<file path="config.mk">
export PLATFORM = sky130hd
export DESIGN_NAME = mem_access_ctrl
export DESIGN_NICKNAME = d
export VERILOG_FILES = /design/src/rtl/mem_access_ctrl.sv
export SDC_FILE = /design/constraint.sdc
export NUM_CORES = 1
export LEC_CHECK = 0
export BUFFER_PORTS_ARGS = -buffer_cell sky130_fd_sc_hd__buf_2
export CAP_MARGIN = 20
export CORE_MARGIN = 4
export CORE_UTILIZATION = 45
export CTS_BUF_LIST = sky130_fd_sc_hd__clkbuf_16
export CTS_CLUSTER_DIAMETER = 40
export DETAILED_ROUTE_END_ITERATION = 12
export PLACE_DENSITY = 0.83
export SLEW_MARGIN = 20
export SYNTH_ARGS = -nofsm -noshare
export SYNTH_HDL_FRONTEND = slang
export SYNTH_SLANG_ARGS = --single-unit
</file>
<file path="constraint.sdc">
create_clock -name clk -period 2 [get_ports clk]
set_input_delay 0.2 -clock clk [delete_from_list [all_inputs] [get_ports clk]]
set_output_delay 0.2 -clock clk [all_outputs]
set_load 0.02 [all_outputs]
</file>
<file path="src/rtl/mem_access_ctrl.sv">
// Memory access controller: runs one handshaked transaction on the external memory bus per request.
// Optional REQ timeout is compiled in with `define MEM_ACCESS_CTRL_TIMEOUT_EN.
module mem_access_ctrl #(
    parameter int ADDR_W         = 13,
    parameter int DATA_W         = 16,
    parameter int TIMEOUT_CYCLES = 15
) (
    input  logic              clk,
    input  logic              rst,
    input  logic              req,
    input  logic              we,
    input  logic [ADDR_W-1:0] addr,
    input  logic [DATA_W-1:0] wdata,
    output logic              busy,
    output logic              done,
    output logic              err,
    output logic [DATA_W-1:0] rdata,
    output logic              mem_cs,
    output logic              mem_we,
    output logic [ADDR_W-1:0] mem_addr,
    output logic [DATA_W-1:0] mem_wdata,
    input  logic [DATA_W-1:0] mem_rdata,
    input  logic              mem_ack
);

    typedef enum logic [1:0] {
        S_IDLE = 2'd0,
        S_REQ  = 2'd1,
        S_DONE = 2'd2
    } state_t;

    state_t state, state_d;

    logic              busy_d;
    logic              done_d;
    logic [DATA_W-1:0] rdata_d;
    logic              cs_d;
    logic              we_d;
    logic [ADDR_W-1:0] addr_d;
    logic [DATA_W-1:0] wdata_d;
    logic              timeout_hit;

    if (TIMEOUT_CYCLES < 1 || TIMEOUT_CYCLES > 255) begin : g_bad_timeout
        $error("TIMEOUT_CYCLES must be in 1..255");
    end

`ifdef MEM_ACCESS_CTRL_TIMEOUT_EN
    localparam logic [7:0] TO_LAST = 8'(TIMEOUT_CYCLES - 1);

    logic [7:0] cnt, cnt_d;
    logic       err_d;

    // Ack on the final counted edge takes priority, so only an unacked last edge aborts.
    assign timeout_hit = (cnt == TO_LAST);
`else
    assign timeout_hit = 1'b0;
    assign err         = 1'b0;
`endif

    always_ff @(posedge clk or posedge rst) begin
        if (rst) begin
            state     <= S_IDLE;
            busy      <= 1'b0;
            done      <= 1'b0;
            rdata     <= '0;
            mem_cs    <= 1'b0;
            mem_we    <= 1'b0;
            mem_addr  <= '0;
            mem_wdata <= '0;
`ifdef MEM_ACCESS_CTRL_TIMEOUT_EN
            err       <= 1'b0;
            cnt       <= '0;
`endif
        end else begin
            state     <= state_d;
            busy      <= busy_d;
            done      <= done_d;
            rdata     <= rdata_d;
            mem_cs    <= cs_d;
            mem_we    <= we_d;
            mem_addr  <= addr_d;
            mem_wdata <= wdata_d;
`ifdef MEM_ACCESS_CTRL_TIMEOUT_EN
            err       <= err_d;
            cnt       <= cnt_d;
`endif
        end
    end

    always_comb begin
        state_d = state;
        case (state)
            S_IDLE:  if (req) state_d = S_REQ;
            S_REQ:   if (mem_ack || timeout_hit) state_d = S_DONE;
            S_DONE:  state_d = S_IDLE;
            default: state_d = S_IDLE;
        endcase
    end

    always_comb begin
        busy_d  = busy;
        done_d  = done;
        rdata_d = rdata;
        cs_d    = mem_cs;
        we_d    = mem_we;
        addr_d  = mem_addr;
        wdata_d = mem_wdata;
`ifdef MEM_ACCESS_CTRL_TIMEOUT_EN
        err_d   = err;
        cnt_d   = cnt;
`endif
        case (state)
            S_IDLE: begin
                if (req) begin
                    addr_d  = addr;
                    we_d    = we;
                    wdata_d = wdata;
                    cs_d    = 1'b1;
                    busy_d  = 1'b1;
`ifdef MEM_ACCESS_CTRL_TIMEOUT_EN
                    cnt_d   = '0;
`endif
                end
            end
            S_REQ: begin
                if (mem_ack) begin
                    if (!mem_we) rdata_d = mem_rdata;
                    cs_d   = 1'b0;
                    we_d   = 1'b0;
                    done_d = 1'b1;
                end else if (timeout_hit) begin
                    cs_d   = 1'b0;
                    we_d   = 1'b0;
                    done_d = 1'b1;
`ifdef MEM_ACCESS_CTRL_TIMEOUT_EN
                    err_d  = 1'b1;
`endif
                end else begin
`ifdef MEM_ACCESS_CTRL_TIMEOUT_EN
                    cnt_d  = cnt + 8'd1;
`endif
                end
            end
            S_DONE: begin
                done_d = 1'b0;
                busy_d = 1'b0;
`ifdef MEM_ACCESS_CTRL_TIMEOUT_EN
                err_d  = 1'b0;
`endif
            end
            default: begin
                done_d = 1'b0;
                busy_d = 1'b0;
                cs_d   = 1'b0;
            end
        endcase
    end

endmodule

</file>
* After elaboration in Yosys (flattened, before gate mapping)
Index checks and enable logic that the tools add are counted.
Operators by class: $add $sub $neg 0, multipliers 0, divide/modulo/power cells 0, order comparisons 0, equality and inequality tests 4, shifts and indexed selects 0, muxes and demuxes 11, bitwise logic cells 4, reductions and logical operators 9
Operators with widths (number):
- $reduce_and A3 Y1 | 3
- $reduce_and A2 Y1 | 4
- $pmux W1 S2 | 3
- $mux W1 | 4
- $mux W2 | 2
- $ne A2 B2 Y1 const B | 2
- $not A1 Y1 | 4
- $pmux W2 S2 | 1
- $pmux W1 S3 | 1
- $eq A2 B1 Y1 const B | 1
- $eq A2 B2 Y1 const B | 1
- $logic_not A2 Y1 | 1
- $reduce_bool A2 Y1 | 1
Word-level totals: register bits after elaboration 51, bits in latches 0, memory bits (writable) 0, bits in read-only memories 0, output and inout bits 50, logic and storage cells 36, memories kept 0

* Longest topological paths before layout
Gate-level depths: netlist of the first run.
depth in word-level cells 3, mapped depth 6, mapped depth without buffers 3

* Worst setup path after synthesis of the first run
No wires, ideal clock.
path type register -> register, start register mem_we, end register rdata[10], library setup time 0.125 ns, data arrival time 1.304 ns, slack 0.571 ns, stages on the path, launching flop included 4, clock period less this slack 1.429 ns, cells stage by stage dfrtp_1 > nor3_4 > buf_6 > mux2_2
Between the ends: cells in the longest elaborated chain, start to end 2
Ends and longest elaborated chain:
- start: declaration | RTL line 19 | output logic mem_we,
- start signal: assignment | RTL line 80 | mem_we <= we_d;
- $not A1 Y1 (no source line)
- $reduce_and A3 Y1 (no source line)
- end signal: assignment | RTL line 78 | rdata <= rdata_d;
- end: declaration | RTL line 17 | output logic [DATA_W-1:0] rdata,
Every way passes these cells. A chain may end at the register's enable or synchronous reset.

* Final worst setup path of the first run
start register state[1], end register mem_addr[7]
Between the ends: cells in the longest elaborated chain, start to end 2
Ends and longest elaborated chain:
- start: declaration | RTL line 32 | state_t state, state_d;
- start signal: assignment | RTL line 75 | state <= state_d;
- $logic_not A2 Y1 | RTL line 112 | case (state)
- $reduce_and A2 Y1 (no source line)
- end signal: assignment | RTL line 81 | mem_addr <= addr_d;
- end: declaration | RTL line 20 | output logic [ADDR_W-1:0] mem_addr,
Every way passes these cells.

==> results.md, run 1 <==
Routing:
- After detailed routing, the average wire length per cell comes to 14.3 um.
- The DRC violation count after routing is 0.
- Dividing the detail-routed via count by the number of cells gives 4.81.
- Before antenna repair, the detailed router went through 4 iterations.
- The final routed wirelength across all metal layers is 4.00 mm.
- The first routing iteration left 43 violations.
- The number of nets still failing antenna checks after routing is 0.
- Summing over every cut layer, the via total after detailed routing is 1,346.

Timing:
- The final-report hold violation count came to 0.
- Headroom to the max-slew limit came out at 0.661.
- Setup violations remaining at the end of the flow were counted as 0.
- Static timing analysis puts the maximum clock frequency at 0.624 GHz.
- At the pin with the least slew margin, the transition time is 0.508 ns.
- The final setup skew is 0.00247 ns.
- The clock period could shrink to 1.60 ns.
- Setup repair after global routing left no endpoint under its margin.
- The count of pins over their slew limit was 0.
- The period utilization is 0.801.
- The final total negative setup slack is 0 ns.

Layout:
- The net count of the finished layout is 277.
- Once layout is done, the placed cells without fillers occupy 0.00268 mm2.
- The register area is 0.00128 mm2.
- From synthesis to final layout, the design area changed by 32.9%.
- In the final layout, the share of cells above drive strength 1 is 0.684.
- The antenna diode instance count is 0.
- Fill cells in the final layout number 345.
- The multi-input combinational cells in the finished layout cover a total of 667 um2.

Hold path:
- The startpoint identified for the worst hold timing path is mem_rdata[4].
- Counting instances, the worst hold path has a depth of 2.
- The worst hold path class is input pin to flip-flop.
- The worst hold path endpoint is rdata[4]$_DFFE_PP0P_.

Job:
- The max-capacitance violation count is 0.

Worst setup path:
- The type of destination of the critical path is a flip-flop.
- In this run the critical register-to-register path is launched from state[1]$_DFFE_PP0P_.
- The critical path arrival is 1.76 ns.
- The element type at the critical path start is a flip-flop.
- The worst register-to-register path has a depth of 3.
- The worst register-to-register path has a setup slack of 0.40 ns.
- Data on the critical path is required at its endpoint by 2.16 ns.
- The kind of critical path is flip-flop to flip-flop.
- In this run the worst path has a maximum fanout of 29.
- The reg-to-reg endpoint is mem_addr[7]$_DFFE_PP0P_.

Global route:
- The wire length of the first global-routing pass is 5.90 mm.
- The total congestion overflow is 0.
- The initial antenna violation count is 0.
- The aggregate global-route resource usage is 0.138.
- Entering global routing, the biggest net connects 30 pins.
- The via count of the first global-routing pass is 1,308.

Clock network:
- At the later pin of the worst-skew pair, clock insertion delay measures 0.28 ns.
- Clock tree synthesis selected as its root buffer the cell sky130_fd_sc_hd__clkbuf_16.
- Clock-pin slew was measured on the worst setup and hold paths at 0.06 ns.
- After clock tree synthesis, the setup repair step added 0 buffers.
- The clock passes through at most 2 buffers.
- The total number of clock tree sinks is 51.
- The number of gates resized after CTS is 0.
- TritonCTS created 5 clock buffers.
- The number of levels the H-tree was split into is 2.
- The TritonCTS clock tree is built.

Die:
- In this run the core area contains 24 standard-cell rows.
- The placeable core region is 0.00435 mm2.
- The full die area is 0.00562 mm2.
- Measured along the y axis, the die boundary spans 75.0 um.
- The top-level I/O count is 100.
- The initial utilization of the core area, before any placement, comes to 0.464.
- The die is 75.0 um wide.

Status:
- The run finished with clean final reports.

Placement:
- The congestion estimate from routability-driven global placement came to 0.728.
- Summing all placed instances gives a cell area of 0.00253 mm2.
- Input and output buffers added on the ports amount to 98.
- Detailed placement finished with a half-perimeter wire length of 3.02 mm.

Yosys:
- The synthesized netlist contains 17 unique library cells.
- Of the synthesized area, sequential elements account for 0.632.
- In this run, synthesis produced a sequential element count of 51.
- The summed instance area of the synthesized netlist is 0.00202 mm2.
- When the netlist entered floorplanning its net count stood at 175.
- In the synthesized netlist, the number of instances is 125.
- The average cell area after synthesis is 16.2 um2.
- The total number of yosys warnings is 0.

Power:
- VDD sags by at most 0.000792 V.
- For this design the ratio of total power to cell area is 1750 mW/mm2.
- The share of total power dissipated in combinational logic is 0.440.
- Summing internal, switching and leakage power gives 4.69 mW.
- The total internal power is 2.93 mW.
- The switching share of power is 0.376.
- The register share of total power is 0.391.
- In this run the power spent charging and discharging nets is 1.76 mW.
- Of the total power, the clock network draws 0.169.
- In this run the static leakage power is 1.34 nW.
## repair_timing
action                     in CTS  in global routing
hold buffers                    1                  0
hold endpoints to repair       22                  0
setup endpoints to repair       0                  0
## registers in the layout, indices dropped and copies added (netlist names)
register / flops
mem_wdata: 16
rdata: 16
mem_addr: 13
state: 2
busy: 1
done: 1
mem_cs: 1
mem_we: 1
## cells in the mapped netlist, drive strengths merged
master	number	area share
dfrtp	51	0.63
mux2	45	0.27
buf	6	0.034
nor2	5	0.0093
o21ai	4	0.0099
a21oi	3	0.0074
nand2	3	0.0068
nor2b	3	0.013
inv	2	0.0037
and2	1	0.0043
conb	1	0.0019
nor3	1	0.0081
## layout by cell type, fill, tap and decap left out, types with 2 or more instances in the layout
| master | netlist | layout |
|---|---|---|
| sky130_fd_sc_hd__mux2_2 | 35 | 35 |
| sky130_fd_sc_hd__buf_2 | 0 | 98 |
| sky130_fd_sc_hd__nor2b_1 | 2 | 2 |
| sky130_fd_sc_hd__dfrtp_1 | 51 | 51 |
| sky130_fd_sc_hd__o21ai_0 | 4 | 4 |
| sky130_fd_sc_hd__clkinv_1 | 0 | 2 |
| sky130_fd_sc_hd__a21oi_1 | 3 | 3 |
| sky130_fd_sc_hd__nor2_1 | 5 | 5 |
| sky130_fd_sc_hd__mux2_4 | 10 | 10 |
| sky130_fd_sc_hd__clkbuf_16 | 0 | 5 |
| sky130_fd_sc_hd__nand2_1 | 2 | 2 |
## per-stage QoR
step / cells / util / setup slack, ns / hold WS (ns)
CTS: 280 / 0.616 / 0.386 / 0.142
global route: 280 / 0.616 / 0.324 / 0.145
detailed placement: 271 / 0.582 / 0.391 / 0.266
global placement: 271 / 0.582 / 0.448 / 0.262
finish: 280 / 0.616 / 0.399 / 0.145
floorplan: 125 / - / 0.570 / 0.348
## kinds of logic (layout without fill, tap and decap cells)
logic type	Yosys count	in the layout	synth area share
DFF	51	51	0.632
buffers and inverters	8	111	0.0378
other	1	1	0.00186
muxes	45	45	0.270
and+or+nand+nor	13	13	0.0415
AOI/OAI and AO/OA	7	7	0.0173
## power by group through the flow
stage	combinational [mW]	sequential (mW)	clock, mW
floorplan	0.802	2.47	0
global placement	2.05	1.82	0
detailed placement	2.09	1.85	0
CTS	2.10	1.84	0.822
global route	2.22	1.90	0.870
finish	2.06	1.83	0.794
## per-layer routing
| layer | global-route usage | up-vias | routed length, um |
|---|---|---|---|
| met5 | 0 | - | 0 |
| met4 | 0.0593 | 0 | 64 |
| met3 | 0.0427 | 5 | 454 |
| met2 | 0.234 | 68 | 1910 |
| met1 | 0.162 | 639 | 1570 |
| li1 | - | 634 | - |
## worst max-delay path: stages, from the launching register on
cell	delay (ns)
sky130_fd_sc_hd__dfrtp_1	0.49
sky130_fd_sc_hd__nor2b_4	0.16
sky130_fd_sc_hd__and2_4	0.42
sky130_fd_sc_hd__mux2_2	0.39
## worst max path at each step
stage                              start                      end
finish              state[1]$_DFFE_PP0P_  mem_addr[7]$_DFFE_PP0P_
global placement    state[1]$_DFFE_PP0P_  mem_addr[0]$_DFFE_PP0P_
global route        state[1]$_DFFE_PP0P_  mem_addr[7]$_DFFE_PP0P_
CTS                 state[1]$_DFFE_PP0P_  mem_addr[7]$_DFFE_PP0P_
floorplan                            rst         busy$_DFFE_PP0P_
detailed placement  state[1]$_DFFE_PP0P_  mem_addr[7]$_DFFE_PP0P_
## area by class of cell
type	instances	share of cell area
clock buffer	5	0.0466
clock inverter	3	0.00559
inverter	2	0.00280
multi-input combinational	66	0.248
sequential	51	0.476
tap	52	0.0242
timing repair buffer	101	0.197
Note: power is estimated with default switching activity, not from simulation.
==> inputs of run 2 (changes only) <==
CORE_UTILIZATION = 41   (was 45)
PLACE_DENSITY = 0.8   (was 0.83)
clock period = 1.38 ns   (was 2 ns; I/O delays follow)
==> run 2 against run 1 <==
Compared with the run above: clock power increased by 45%; global-route usage increased by 0.11 points; worst setup slack got worse by 0.37 ns; non-clock buffer count increased by 8; clock skew increased by 0.0032 ns; utilization decreased by 1.1 points; design area increased by 7.2%; worst hold slack got worse by 0.058 ns; sequential power increased by 45%; first-iteration DRC count unchanged; critical path type unchanged; largest power group unchanged.
==> results.md, run 2 (same netlist as run 1, synthesis figures left out) <==
Die:
- The top-level I/O count is 100 (unchanged).
- The full die area is 0.00611 mm2 (+8.7%).
- The effective utilization at floorplan is 0.425 (-0.0391).
- The placeable core region came to 0.00475 mm2 (+9.2%).
- The horizontal die dimension is 78.2 um (+4.3%).
- The number of rows created at floorplan came to 25 (+4.2%).
- The overall die height is 78.2 um (+4.3%).

Timing:
- The final-layout worst hold slack is 0.0868 ns (-0.0582 ns).
- The period utilization is 0.982 (+0.181).
- Setup repair after global routing could not meet its margin everywhere.
- The final setup skew came to 0.00569 ns (+0.00322 ns).
- The final-report hold violation count was 0 (unchanged).
- The fmax came to 0.738 GHz (+18%).
- The final critical-path required period is 1.35 ns (-0.247 ns).
- The final-report setup violation count is 0 (unchanged).
- The count of pins over their slew limit is 0 (unchanged).

Routing:
- The routed wirelength normalized by instance count is 14.5 um (+1.4%).
- The number of nets still failing antenna checks after routing was 0 (unchanged).
- The DRC violation count after routing was 0 (unchanged).
- The via count normalized by instance count came to 4.51 (-6.1%).
- The via count of the routed design came to 1,367 (+1.6%).
- The violation count after the first detailed-routing iteration came to 43 (unchanged).
- The final routed wirelength across all metal layers came to 4.39 mm (+9.8%).
- The total iterations of the first detailed-routing run is 2 (-2).

Layout:
- The commonest non-fill, non-tap cell in the layout is sky130_fd_sc_hd__buf_2.
- The largest registers in the layout are mem_wdata x16, rdata x16, mem_addr x13.
- The utilization after layout is 0.605 (-0.0114).
- The top cell types in the final layout, fill and taps aside, are sky130_fd_sc_hd__buf_2 (98), sky130_fd_sc_hd__dfrtp_1 (50), sky130_fd_sc_hd__mux2_4 (25).
- The ratio of cells with drive above 1 in the final layout is 0.699 (+0.0149).
- The post-route non-filler standard cell count is 303 (+8.2%).
- The net count of the finished layout came to 285 (+2.9%).
- The antenna diode instance count is 0 (unchanged).
- The area growth from synthesis to final layout is 42.4%.

Global route:
- The wire length of the first global-routing pass is 6.75 mm (+14%).
- The via count of the first global-routing pass is 1,439 (+10%).
- The met3 capacity usage during global routing is 0.0482 (+0.00544).
- The initial antenna violation count was 0 (unchanged).
- The most utilized layer in the global route result is met2.
- The aggregate global-route resource usage is 0.139 (+0.00107).
- The fraction of met1 tracks used by global routing is 0.157 (-0.00577).
- The maximum number of pins on one net before global-route repair is 52 (+73%).
- The global-route met2 utilization came to 0.254 (+0.0202).
- The total congestion overflow came to 0 (unchanged).

Power:
- The static leakage is 1.46 nW (+8.9%).
- The areal power density over the cells came to 2500 mW/mm2 (+43%).
- The highest ir drop seen on vdd is 0.00106 V (+33%).

Worst setup path:
- The kind of critical path is flip-flop to flip-flop.
- The required time reported for the critical path endpoint was 1.54 ns (-0.62 ns).
- The count of cell instances traversed by the critical path came to 4 (+1).
- The cell depth of the worst flop-to-flop path came to 4 (+1).
- The reg-to-reg critical path startpoint is state[1]$_DFFE_PP0P_.
- The dominant delay contributor by cell family on the critical path is flip-flops.
- STA classifies the critical path endpoint as a flip-flop.
- The critical path arrival is 1.51 ns (-0.25 ns).
- Traced cell by cell, the critical path runs through nor2b_4, and2_4, buf_4, mux2_2.
- The critical path buffer and inverter count is 1 (+1).
- The largest fanout of any net on the critical path came to 4 (-86%).
- The reg-to-reg endpoint is mem_wdata[11]$_DFFE_PP0P_.
- The flop-to-flop setup slack came to 0.03 ns (-0.37 ns).
- The largest stage delay on the critical path is 0.44 ns (-0.05 ns).
- The highest-delay cell along the critical path is sky130_fd_sc_hd__dfrtp_2.
- The element type at the critical path start is a flip-flop.

Hold path:
- The worst hold path class is input pin to flip-flop.
- The worst hold path endpoint is rdata[10]$_DFFE_PP0P_.
- The startpoint identified for the worst hold timing path is mem_rdata[10].
- The worst hold path cell count is 2 (unchanged).

Clock network:
- The clock latency on the worst-skew pair was 0.28 ns (about the same).
- The register clock-pin slew on the reported worst setup and hold paths came to 0.06 ns (about the same).
- The largest buffer count on any clock path came to 2 (unchanged).
- The clock root buffer is sky130_fd_sc_hd__clkbuf_16.
- TritonCTS built the clock tree.
- The CTS buffer count is 5 (unchanged).
- The number of levels the H-tree was split into was 2 (unchanged).
- The total number of clock tree sinks is 51 (unchanged).

Placement:
- The count of input and output buffers came to 98 (unchanged).
- The estimated wirelength of the detail-placed design is 3.19 mm (+5.7%).
- The routability-driven placement congestion ratio is 0.778 (+6.9%).
- The number of cells after detailed placement is 291 (+7.4%).

Job:
- The max-capacitance violation count came to 0 (unchanged).

Status:
- The flow ran to the end, and the final reports show no timing, DRC or antenna violations.
## run 2: cell count changes in the layout (fill, tap and decap cells not counted)
cell / before / now
sky130_fd_sc_hd__mux2_4: 10 / 25
sky130_fd_sc_hd__buf_12: 1 / 4
sky130_fd_sc_hd__inv_1: 1 / 2
sky130_fd_sc_hd__clkinv_4: 0 / 1
sky130_fd_sc_hd__mux2_2: 35 / 20
sky130_fd_sc_hd__dfrtp_2: 0 / 1
sky130_fd_sc_hd__clkinvlp_4: 1 / 0
sky130_fd_sc_hd__clkinv_1: 2 / 1
sky130_fd_sc_hd__clkbuf_16: 5 / 6
sky130_fd_sc_hd__buf_4: 1 / 5
sky130_fd_sc_hd__dfrtp_1: 51 / 50
## run 2: stage by stage
| stage | TNS (ns) | total power, mW | area, um2 | setup WS, ns |
|---|---|---|---|---|
| 6_report | 0 | 7.19 | 2880 | 0.0255 |
| 5_1_grt | -0.415 | 7.59 | 2880 | -0.0246 |
| 4_1_cts | 0 | 7.03 | 2780 | 0.00579 |
| 3_5_place_dp | 0 | 5.85 | 2630 | 0.00149 |
| 3_3_place_gp | 0 | 5.76 | 2630 | 0.0323 |
| 2_1_floorplan | -0.848 | 4.74 | 2020 | -0.0453 |
## run 2: worst max-delay path by stage
stage	startpoint	endpoint	slack (ns)
CTS	state[1]$_DFFE_PP0P_	mem_addr[11]$_DFFE_PP0P_	0.006
global placement	state[1]$_DFFE_PP0P_	mem_addr[10]$_DFFE_PP0P_	0.03
global route	state[0]$_DFFE_PP0P_	rdata[3]$_DFFE_PP0P_	-0.02
floorplan	state[1]$_DFFE_PP0P_	rdata[10]$_DFFE_PP0P_	-0.05
detailed placement	state[1]$_DFFE_PP0P_	mem_addr[11]$_DFFE_PP0P_	0.001
finish	state[1]$_DFFE_PP0P_	mem_wdata[11]$_DFFE_PP0P_	0.03
## run 2: repair_timing
item,CTS,global route
hold buffers,1,0
resized for setup,1,15
endpoints found under the setup margin,3,39
gates cloned,0,1
endpoints found under the hold margin,51,0
setup buffers,0,2
## run 2: layout make-up
| class | instances | area (um2) |
|---|---|---|
| Clock buffer | 5 | 125 |
| Tap cell | 67 | 83.8 |
| Inverter | 2 | 7.51 |
| Sequential cell | 51 | 1280 |
| Clock inverter | 3 | 16.3 |
| Fill cell | 388 | 1880 |
| Multi-Input combinational cell | 66 | 723 |
| Timing Repair Buffer | 109 | 643 |
## run 2: metal layers
| layer | up-vias | share of wire |
|---|---|---|
| met3 | 2 | 0.076 |
| met1 | 662 | 0.41 |
| met5 | - | 0 |
| met2 | 58 | 0.50 |
| met4 | 0 | 0.0082 |
| li1 | 645 | - |
## run 2: report_power, final
| group | switching (mW) | internal, mW |
|---|---|---|
| Clock | 0.487 | 0.662 |
| Combinational | 1.76 | 1.63 |
| Sequential | 0.405 | 2.25 |
| Total | 2.65 | 4.54 |
